**config.mk**
```make
export PLATFORM = sky130hd
export DESIGN_NAME = fp_mul_arbiter
export DESIGN_NICKNAME = d
export VERILOG_FILES = /design/src/rtl/fp_mul_arbiter.sv
export SDC_FILE = /design/constraint.sdc
export NUM_CORES = 1
export LEC_CHECK = 0
export CAP_MARGIN = 40
export CORE_AREA = 4 4 168 170
export DETAILED_ROUTE_END_ITERATION = 12
export DIE_AREA = 0 0 172 174
export SLEW_MARGIN = 30
export SYNTH_ARGS = -nofsm -noshare
export SYNTH_HDL_FRONTEND = slang
export SYNTH_SLANG_ARGS = --single-unit
```
**constraint.sdc**
```tcl
create_clock -name clk -period 6.8 [get_ports clk]
set_input_delay 1.36 -clock clk [delete_from_list [all_inputs] [get_ports clk]]
set_output_delay 1.36 -clock clk [all_outputs]
set_load 0.05 [all_outputs]
```
**src/rtl/fp_mul_arbiter.sv**
```systemverilog
// Round-robin arbiter sharing one stb/ack floating-point multiplier
// among NUM_REQ requesters; routes each product back to its grantee.
module fp_mul_arbiter #(
    parameter int NUM_REQ = 4,
    parameter int IDW     = 2
) (
    input  logic                  clk,
    input  logic                  rst,
    input  logic [NUM_REQ-1:0]    req_valid,
    input  logic [32*NUM_REQ-1:0] req_a,
    input  logic [32*NUM_REQ-1:0] req_b,
    output logic [NUM_REQ-1:0]    req_ack,
    output logic [31:0]           resp_z,
    output logic [NUM_REQ-1:0]    resp_valid,
    input  logic [NUM_REQ-1:0]    resp_ack,
    output logic [31:0]           mul_a,
    output logic                  mul_a_stb,
    input  logic                  mul_a_ack,
    output logic [31:0]           mul_b,
    output logic                  mul_b_stb,
    input  logic                  mul_b_ack,
    input  logic [31:0]           mul_z,
    input  logic                  mul_z_stb,
    output logic                  mul_z_ack,
    output logic                  busy,
    output logic [IDW-1:0]        grant_id,
    output logic [31:0]           op_count
);

    typedef enum logic [1:0] {IDLE, SEND, WAIT_Z, RESP} state_t;

    state_t             state, state_nxt;
    logic [IDW-1:0]     rr_ptr;
    logic [IDW-1:0]     pick;
    logic [NUM_REQ-1:0] hi_mask;
    logic [NUM_REQ-1:0] masked;
    logic               found;
    logic [31:0]        pick_a, pick_b;
    logic               a_fin, b_fin;
    logic               resp_done;

    // Requests at or above the pointer win; otherwise wrap to the lowest.
    always_comb begin
        hi_mask = '0;
        pick    = '0;
        pick_a  = '0;
        pick_b  = '0;
        for (int i = 0; i < NUM_REQ; i++)
            hi_mask[i] = (IDW'(i) >= rr_ptr);
        masked = req_valid & hi_mask;
        found  = |req_valid;
        for (int i = NUM_REQ - 1; i >= 0; i--)
            if (req_valid[i]) pick = IDW'(i);
        if (|masked)
            for (int i = NUM_REQ - 1; i >= 0; i--)
                if (masked[i]) pick = IDW'(i);
        for (int i = 0; i < NUM_REQ; i++) begin
            if (pick == IDW'(i)) begin
                pick_a = req_a[32*i +: 32];
                pick_b = req_b[32*i +: 32];
            end
        end
    end

    assign a_fin     = !mul_a_stb || mul_a_ack;
    assign b_fin     = !mul_b_stb || mul_b_ack;
    assign resp_done = resp_ack[grant_id];

    always_comb begin
        state_nxt = state;
        unique case (state)
            IDLE:    if (found) state_nxt = SEND;
            SEND:    if (a_fin && b_fin) state_nxt = WAIT_Z;
            WAIT_Z:  if (mul_z_ack) state_nxt = RESP;
            RESP:    if (resp_done) state_nxt = IDLE;
            default: state_nxt = IDLE;
        endcase
    end

    always_ff @(posedge clk or posedge rst) begin
        if (rst) state <= IDLE;
        else     state <= state_nxt;
    end

    always_ff @(posedge clk or posedge rst) begin
        if (rst) begin
            req_ack   <= '0;
            resp_z    <= '0;
            mul_a     <= '0;
            mul_b     <= '0;
            mul_a_stb <= 1'b0;
            mul_b_stb <= 1'b0;
            mul_z_ack <= 1'b0;
            grant_id  <= '0;
            op_count  <= '0;
            rr_ptr    <= '0;
        end else begin
            req_ack   <= '0;
            mul_z_ack <= 1'b0;
            unique case (state)
                IDLE: begin
                    if (found) begin
                        grant_id  <= pick;
                        mul_a     <= pick_a;
                        mul_b     <= pick_b;
                        mul_a_stb <= 1'b1;
                        mul_b_stb <= 1'b1;
                        req_ack   <= NUM_REQ'(1) << pick;
                    end
                end
                SEND: begin
                    if (mul_a_stb && mul_a_ack) mul_a_stb <= 1'b0;
                    if (mul_b_stb && mul_b_ack) mul_b_stb <= 1'b0;
                end
                WAIT_Z: begin
                    // Second WAIT_Z cycle carries the ack; never re-latch then.
                    if (!mul_z_ack && mul_z_stb) begin
                        resp_z    <= mul_z;
                        mul_z_ack <= 1'b1;
                    end
                end
                RESP: begin
                    if (resp_done) begin
                        op_count <= op_count + 32'd1;
                        rr_ptr   <= (grant_id == IDW'(NUM_REQ - 1)) ?
                                    '0 : grant_id + 1'b1;
                    end
                end
                default: ;
            endcase
        end
    end

    assign busy       = (state != IDLE);
    assign resp_valid = (state == RESP) ? (NUM_REQ'(1) << grant_id) : '0;

endmodule

```
==> results.py, run 1 <==
metrics = {
    "outcome": {
        "status": "finished, final reports clean",
    },
    "setup_path": {
        "cp_data_arrival_time_ns": 4.29,
        "r2r-start": "state[1]",
        "timing_worst_setup_path_type": "in -> reg",
        "crit_start": "req_valid[3]",
        "r2r_cells": 9,
        "cp-start-kind": "primary input",
        "critical_path_required_ns": 7.10,
        "cp_max_fo": 76,
        "cp-end-kind": "flop",
    },
    "sta": {
        "min_period_ns": 3.99,
        "fmax_mhz": 251,
        "slew_viol_final": 0,
        "setup-tns-final_ns": 0,
        "rsz0062_at_grt": "false",
        "max_slew.worst_pin.slew_ns": 0.828,
        "setup_viol": 0,
        "postLayoutSetupSlackWorst_ns": 2.81,
        "final_hold_viol_count": 0,
        "fin_skew_ns": 0.0144,
        "slew-limit-headroom": 0.448,
        "post-route-period-util": 0.587,
    },
    "clock_tree": {
        "post_cts_resized": 0,
        "clock_path_buffers": 2,
        "clk_pin_slew_ns": 0.07,
        "cts_buffers": 17,
        "cts_root_buf": "clkbuf_16",
        "tritoncts": "built",
        "cts_hold_buf": 0,
        "clkLatencyLatePin_ns": 0.42,
        "cts_setup_buffers": 0,
        "cts_sinks": 141,
        "htree_levels": 4,
    },
    "detailed_routing": {
        "firstDrtPassIters": 4,
        "routed_wl_um": 31700,
        "ant_nets": 0,
        "drc": 0,
        "vias": 7822,
        "initialDrtViolationCount": 343,
        "viasPerCell": 4.98,
        "wl_per_cell_um": 20.2,
    },
    "place": {
        "placed_area_um2": 12500,
        "portBuffers": 442,
        "place_congestion": 0.844,
        "dpl_worst_slack_ns": 2.42,
        "dp_hpwl_um": 24000,
    },
    "synth": {
        "netlist_area_um2": 7710,
        "ys_types": 43,
        "synthArstFlopShare": 1.00,
        "syn_nets": 1111,
        "ys_seq_area_frac": 0.458,
        "yosys_register_bits": 141,
        "synth_edf_count": 0,
        "avgSynthCellArea_um2": 9.62,
        "yosysWarningCount": 0,
        "ys.flop_type": "dfrtp_1",
        "synthCells": 801,
    },
    "global_route": {
        "grt-ovfl-total": 0,
        "grt_max_degree": 77,
        "grtUsageTotal": 0.203,
        "grt_first_pass_wirelength_um": 47100,
        "antenna_found_initial": 3,
        "first_global_vias": 8002,
    },
    "cells_and_area": {
        "fillCellCount": 2603,
        "design_area_um2": 13100,
        "syn2layout_area_growth_pct": 70.1,
        "drive_gt1_frac": 0.0693,
        "final_nets": 1523,
    },
    "floorplanning": {
        "start_util": 0.288,
        "fp.coreArea_um2": 26700,
        "pin_count": 443,
        "dieArea_um2": 29900,
        "num_rows": 60,
        "die_width_um": 172,
        "die_y_um": 174,
    },
    "power": {
        "leakage_nw": 5.38,
        "ir_drop_mv": 0.167,
        "pwr_density_cell_nw_per_um2": 433,
    },
    "hold_path": {
        "worstHoldStart": "resp_z[25]",
        "hold_depth": 2,
        "hp-class": "reg -> reg",
    },
    "run": {
        "drv_cap": 0,
    },
}
## final timing paths
path / to / slack [ns]
setup / recovery: mul_b[27] / 2.81
hold / removal: resp_z[25] / 0.48
setup reg to reg: mul_b[27] / 3.69
hold reg to reg: resp_z[25] / 0.48
max in group asynchronous: state[1] / 4.12
min in group asynchronous: resp_z[1] / 1.27
## power breakdown
group	internal, mW	switching [mW]	leakage (nW)
sequential	1.16	0.214	1.76
combinational	1.19	2.14	3.32
clock	0.555	0.418	0.295
total	2.91	2.78	5.38
## logic make-up (layout without fill, tap and decap cells)
family                   after synthesis  count (layout)  share of synthesized area
other                                  0               3                          0
XOR/XNOR                              31              31                     0.0352
adder cells (fa/ha/maj)                9               9                     0.0146
AO/OA/AOI/OAI                        190             190                      0.181
buffers and inverters                 77             502                     0.0424
multiplexers                          69              69                     0.0959
flip-flops                           141             141                      0.458
AND/OR/NAND/NOR                      284             284                      0.173
## worst max-delay path, stage by stage
cell	delay [ns]
clkdlybuf4s50_1	0.62
nor4_2	0.10
buf_2	0.18
nor2_4	0.07
buf_4	0.62
nand3_2	0.58
buf_16	0.36
a211oi_1	0.24
a211oi_1	0.08
## sequential cells by signal (all words and copies together) (netlist names)
register and count:
mul_a 32, resp_z 32, grant_id 2, op_count 32, mul_a_stb 1, mul_b_stb 1
mul_b 32, rr_ptr 2, mul_z_ack 1, req_ack 4, state 2
## per-layer routing
metal / up-vias / routed length, µm / track usage
li1: 3758 / - / -
met1: 3741 / 12700 / 0.245
met2: 287 / 15900 / 0.355
met3: 36 / 2270 / 0.0525
met4: 0 / 743 / 0.0580
met5: - / 0 / 0
## synth_stat cells, drive strengths merged (2+ instances only)
| cell | n | share of area |
|---|---|---|
| and3 | 27 | 0.022 |
| buf | 22 | 0.015 |
| inv | 12 | 0.0058 |
| clkbuf | 43 | 0.021 |
| a22o | 2 | 0.0023 |
| mux2 | 29 | 0.042 |
| a211oi | 40 | 0.039 |
| a21oi | 27 | 0.018 |
| and4 | 4 | 0.0045 |
| xnor2 | 25 | 0.028 |
| o21ai | 22 | 0.014 |
| nand2 | 136 | 0.066 |
| nand4 | 32 | 0.026 |
| mux2i | 39 | 0.051 |
| nor2b | 5 | 0.0041 |
| ha | 9 | 0.015 |
| nand2b | 3 | 0.0024 |
| xor2 | 6 | 0.0068 |
| nor2 | 32 | 0.016 |
| o211ai | 44 | 0.043 |
| a21o | 18 | 0.018 |
| nand3 | 34 | 0.022 |
| o22ai | 2 | 0.0016 |
| dfrtp | 141 | 0.46 |
| a221o | 28 | 0.036 |
| nor3 | 5 | 0.0032 |
| and2 | 4 | 0.0032 |
## cell type report
type	count	area (µm²)	area share
Antenna cell	3	7.51	0.000573
Clock buffer	17	425	0.0324
Clock inverter	15	176	0.0135
Inverter	12	50.0	0.00382
Multi-Input combinational cell	583	3910	0.298
Sequential cell	141	3530	0.269
Tap cell	341	427	0.0325
Timing Repair Buffer	458	4590	0.350
## per-stage QoR
stage | utilization | hold WS [ns] | power (mW) | cells
final | 0.491 | 0.476 | 5.68 | 1570
after global routing | 0.491 | 0.493 | 5.98 | 1570
after CTS | 0.490 | 0.480 | 5.75 | 1565
after detailed placement | 0.467 | 0.463 | 4.75 | 1533
after global placement | 0.464 | 0.457 | 4.69 | 1530
after floorplan | - | 0.515 | 3.51 | 801
## placed cells by master, fill, tap and decap left out, types with 11 or more instances in the layout
cell type	n
clkbuf_16	17
and3_1	27
clkdlybuf4s50_1	442
mux2_2	22
mux2i_1	39
a21oi_1	27
nor2_1	28
a221o_1	28
nand2_1	135
nand4_1	32
nand3_1	33
o211ai_1	44
a21o_1	18
buf_4	11
o21ai_0	22
a211oi_1	40
dfrtp_1	141
xnor2_1	25
(Power assumes the default switching activity.)
==> run 2, diff against run 1 <==
- clock period: 6.8 -> 3.9 ns (I/O delays scaled with it)
==> results.py, run 2 (synthesized netlist as in run 1, its figures left out) <==
metrics = {
    "sta": {
        "post-route-period-util": 0.784,
        "fin_skew_ns": 0.0187,
        "setup_viol": 0,
        "setup-tns-final_ns": 0,
        "postLayoutSetupSlackWorst_ns": 0.844,
        "max_slew.worst_pin.slew_ns": 0.849,
        "slew-limit-headroom": 0.434,
        "final_hold_viol_count": 0,
        "slew_viol_final": 0,
        "rsz0062_at_grt": "false",
        "fmax_mhz": 327,
        "min_period_ns": 3.06,
    },
    "floorplanning": {
        "pin_count": 443,
        "start_util": 0.288,
        "die_y_um": 174,
        "num_rows": 60,
        "die_width_um": 172,
        "fp.coreArea_um2": 26700,
        "dieArea_um2": 29900,
    },
    "power": {
        "totalPowerFinal_mw": 9.93,
        "clockPowerShare": 0.169,
        "power_switching_share": 0.493,
        "leakage_nw": 5.40,
        "seqPwrFrac": 0.242,
        "p_sw_mw": 4.89,
        "power_frac_comb": 0.589,
        "p_int_mw": 5.04,
        "pwr_density_cell_nw_per_um2": 757,
        "ir_drop_mv": 0.320,
    },
    "cells_and_area": {
        "layout_common_cells": "clkdlybuf4s50_1, dfrtp_1, nand2_1, o211ai_1, a211oi_1",
        "drive_gt1_frac": 0.0731,
        "mostFrequentLayoutCell": "clkdlybuf4s50_1",
        "syn2layout_area_growth_pct": 70.2,
        "final_nets": 1529,
    },
    "clock_tree": {
        "cts_root_buf": "clkbuf_16",
        "cts_buffers": 17,
        "cts_sinks": 141,
        "clkLatencyLatePin_ns": 0.42,
        "cts_hold_buf": 0,
        "post_cts_resized": 0,
        "clk_pin_slew_ns": 0.07,
        "htree_levels": 4,
        "tritoncts": "built",
        "cts_setup_buffers": 0,
        "clock_path_buffers": 2,
    },
    "detailed_routing": {
        "initialDrtViolationCount": 472,
        "viasPerCell": 5.07,
        "ant_nets": 0,
        "wl_per_cell_um": 20.3,
        "drc": 0,
        "routed_wl_um": 32000,
        "firstDrtPassIters": 5,
        "vias": 7989,
    },
    "global_route": {
        "first_global_vias": 8037,
        "grt-ovfl-total": 0,
        "grt_max_degree": 99,
        "grtUsageTotal": 0.207,
        "grt_first_pass_wirelength_um": 48300,
        "antenna_found_initial": 3,
    },
    "run": {
        "drv_cap": 0,
    },
    "setup_path": {
        "critical_path_required_ns": 4.20,
        "cp-start-kind": "primary input",
        "crit_slowest_cell": "nor2_4",
        "r2r-start": "rr_ptr[1]",
        "cp-end-kind": "flop",
        "path_delay_family": "buffers and inverters",
        "crit_buf_inv": 2,
        "cp_max_fo": 22,
        "cpPeakStageDelay_ns": 0.60,
        "timing_worst_setup_path_type": "in -> reg",
        "path_cells": "clkdlybuf4s50_1 -> a21boi_0 -> o22ai_2 -> nor2_4 -> buf_4 -> mux2i_1 -> a211oi_1",
        "cp_data_arrival_time_ns": 3.36,
        "crit_start": "req_valid[1]",
    },
    "place": {
        "dpl_worst_slack_ns": 0.393,
        "place_congestion": 0.832,
        "portBuffers": 442,
        "dp_hpwl_um": 23800,
    },
    "hold_path": {
        "hp-class": "reg -> reg",
        "worstHoldStart": "resp_z[7]",
    },
    "outcome": {
        "status": "finished, final reports clean",
    },
}
## run 2: cell type report
| class | count | area, µm² |
|---|---|---|
| Clock buffer | 17 | 425 |
| Clock inverter | 15 | 166 |
| Fill cell | 2548 | 13600 |
| Tap cell | 341 | 427 |
| Sequential cell | 141 | 3530 |
| Antenna cell | 3 | 7.51 |
| Inverter | 12 | 48.8 |
| Multi-Input combinational cell | 583 | 3890 |
| Timing Repair Buffer | 464 | 4630 |
## run 2: worst register-to-register path: stages (launching register included)
cell and delay, ns:
dfrtp_1 0.47, a21boi_0 0.32, o22ai_2 0.17, nor2_4 0.60, buf_4 0.50, mux2i_1 0.14, a211oi_1 0.29
## run 2: path summary, 6_finish.rpt
kind                              end  slack, ns  cells after the start
max                         mul_b[15]       0.84                      7
min                         resp_z[7]       0.47                      2
max reg2reg                 mul_b[15]       1.32                      6
min reg2reg                 resp_z[7]       0.47                      2
max in group asynchronous  req_ack[3]       2.52                      3
min in group asynchronous   mul_a[27]       0.83                      3
## run 2: routing by layer
metal | part of all wire | vias to the layer above | GRT usage
li1 | - | 3763 | -
met1 | 0.41 | 3847 | 0.260
met2 | 0.49 | 330 | 0.342
met3 | 0.074 | 49 | 0.0575
met4 | 0.030 | 0 | 0.0655
met5 | 0 | - | 0
## run 2: power by group through the flow
stage	Clock, mW	Sequential (mW)	Combinational (mW)
4_1_cts	1.73	2.41	5.90
3_3_place_gp	0	2.41	5.86
3_5_place_dp	0	2.42	5.90
2_1_floorplan	0	4.20	1.93
5_1_grt	1.80	2.48	6.20
6_report	1.68	2.40	5.85
## run 2: through the flow
step	area (µm²)	instances	util	hold WS (ns)
after floorplan	7710	801	-	0.515
after global routing	13100	1576	0.491	0.491
final	13100	1576	0.491	0.474
after global placement	12500	1541	0.468	0.458
after detailed placement	12500	1541	0.468	0.464
after CTS	13100	1573	0.491	0.479
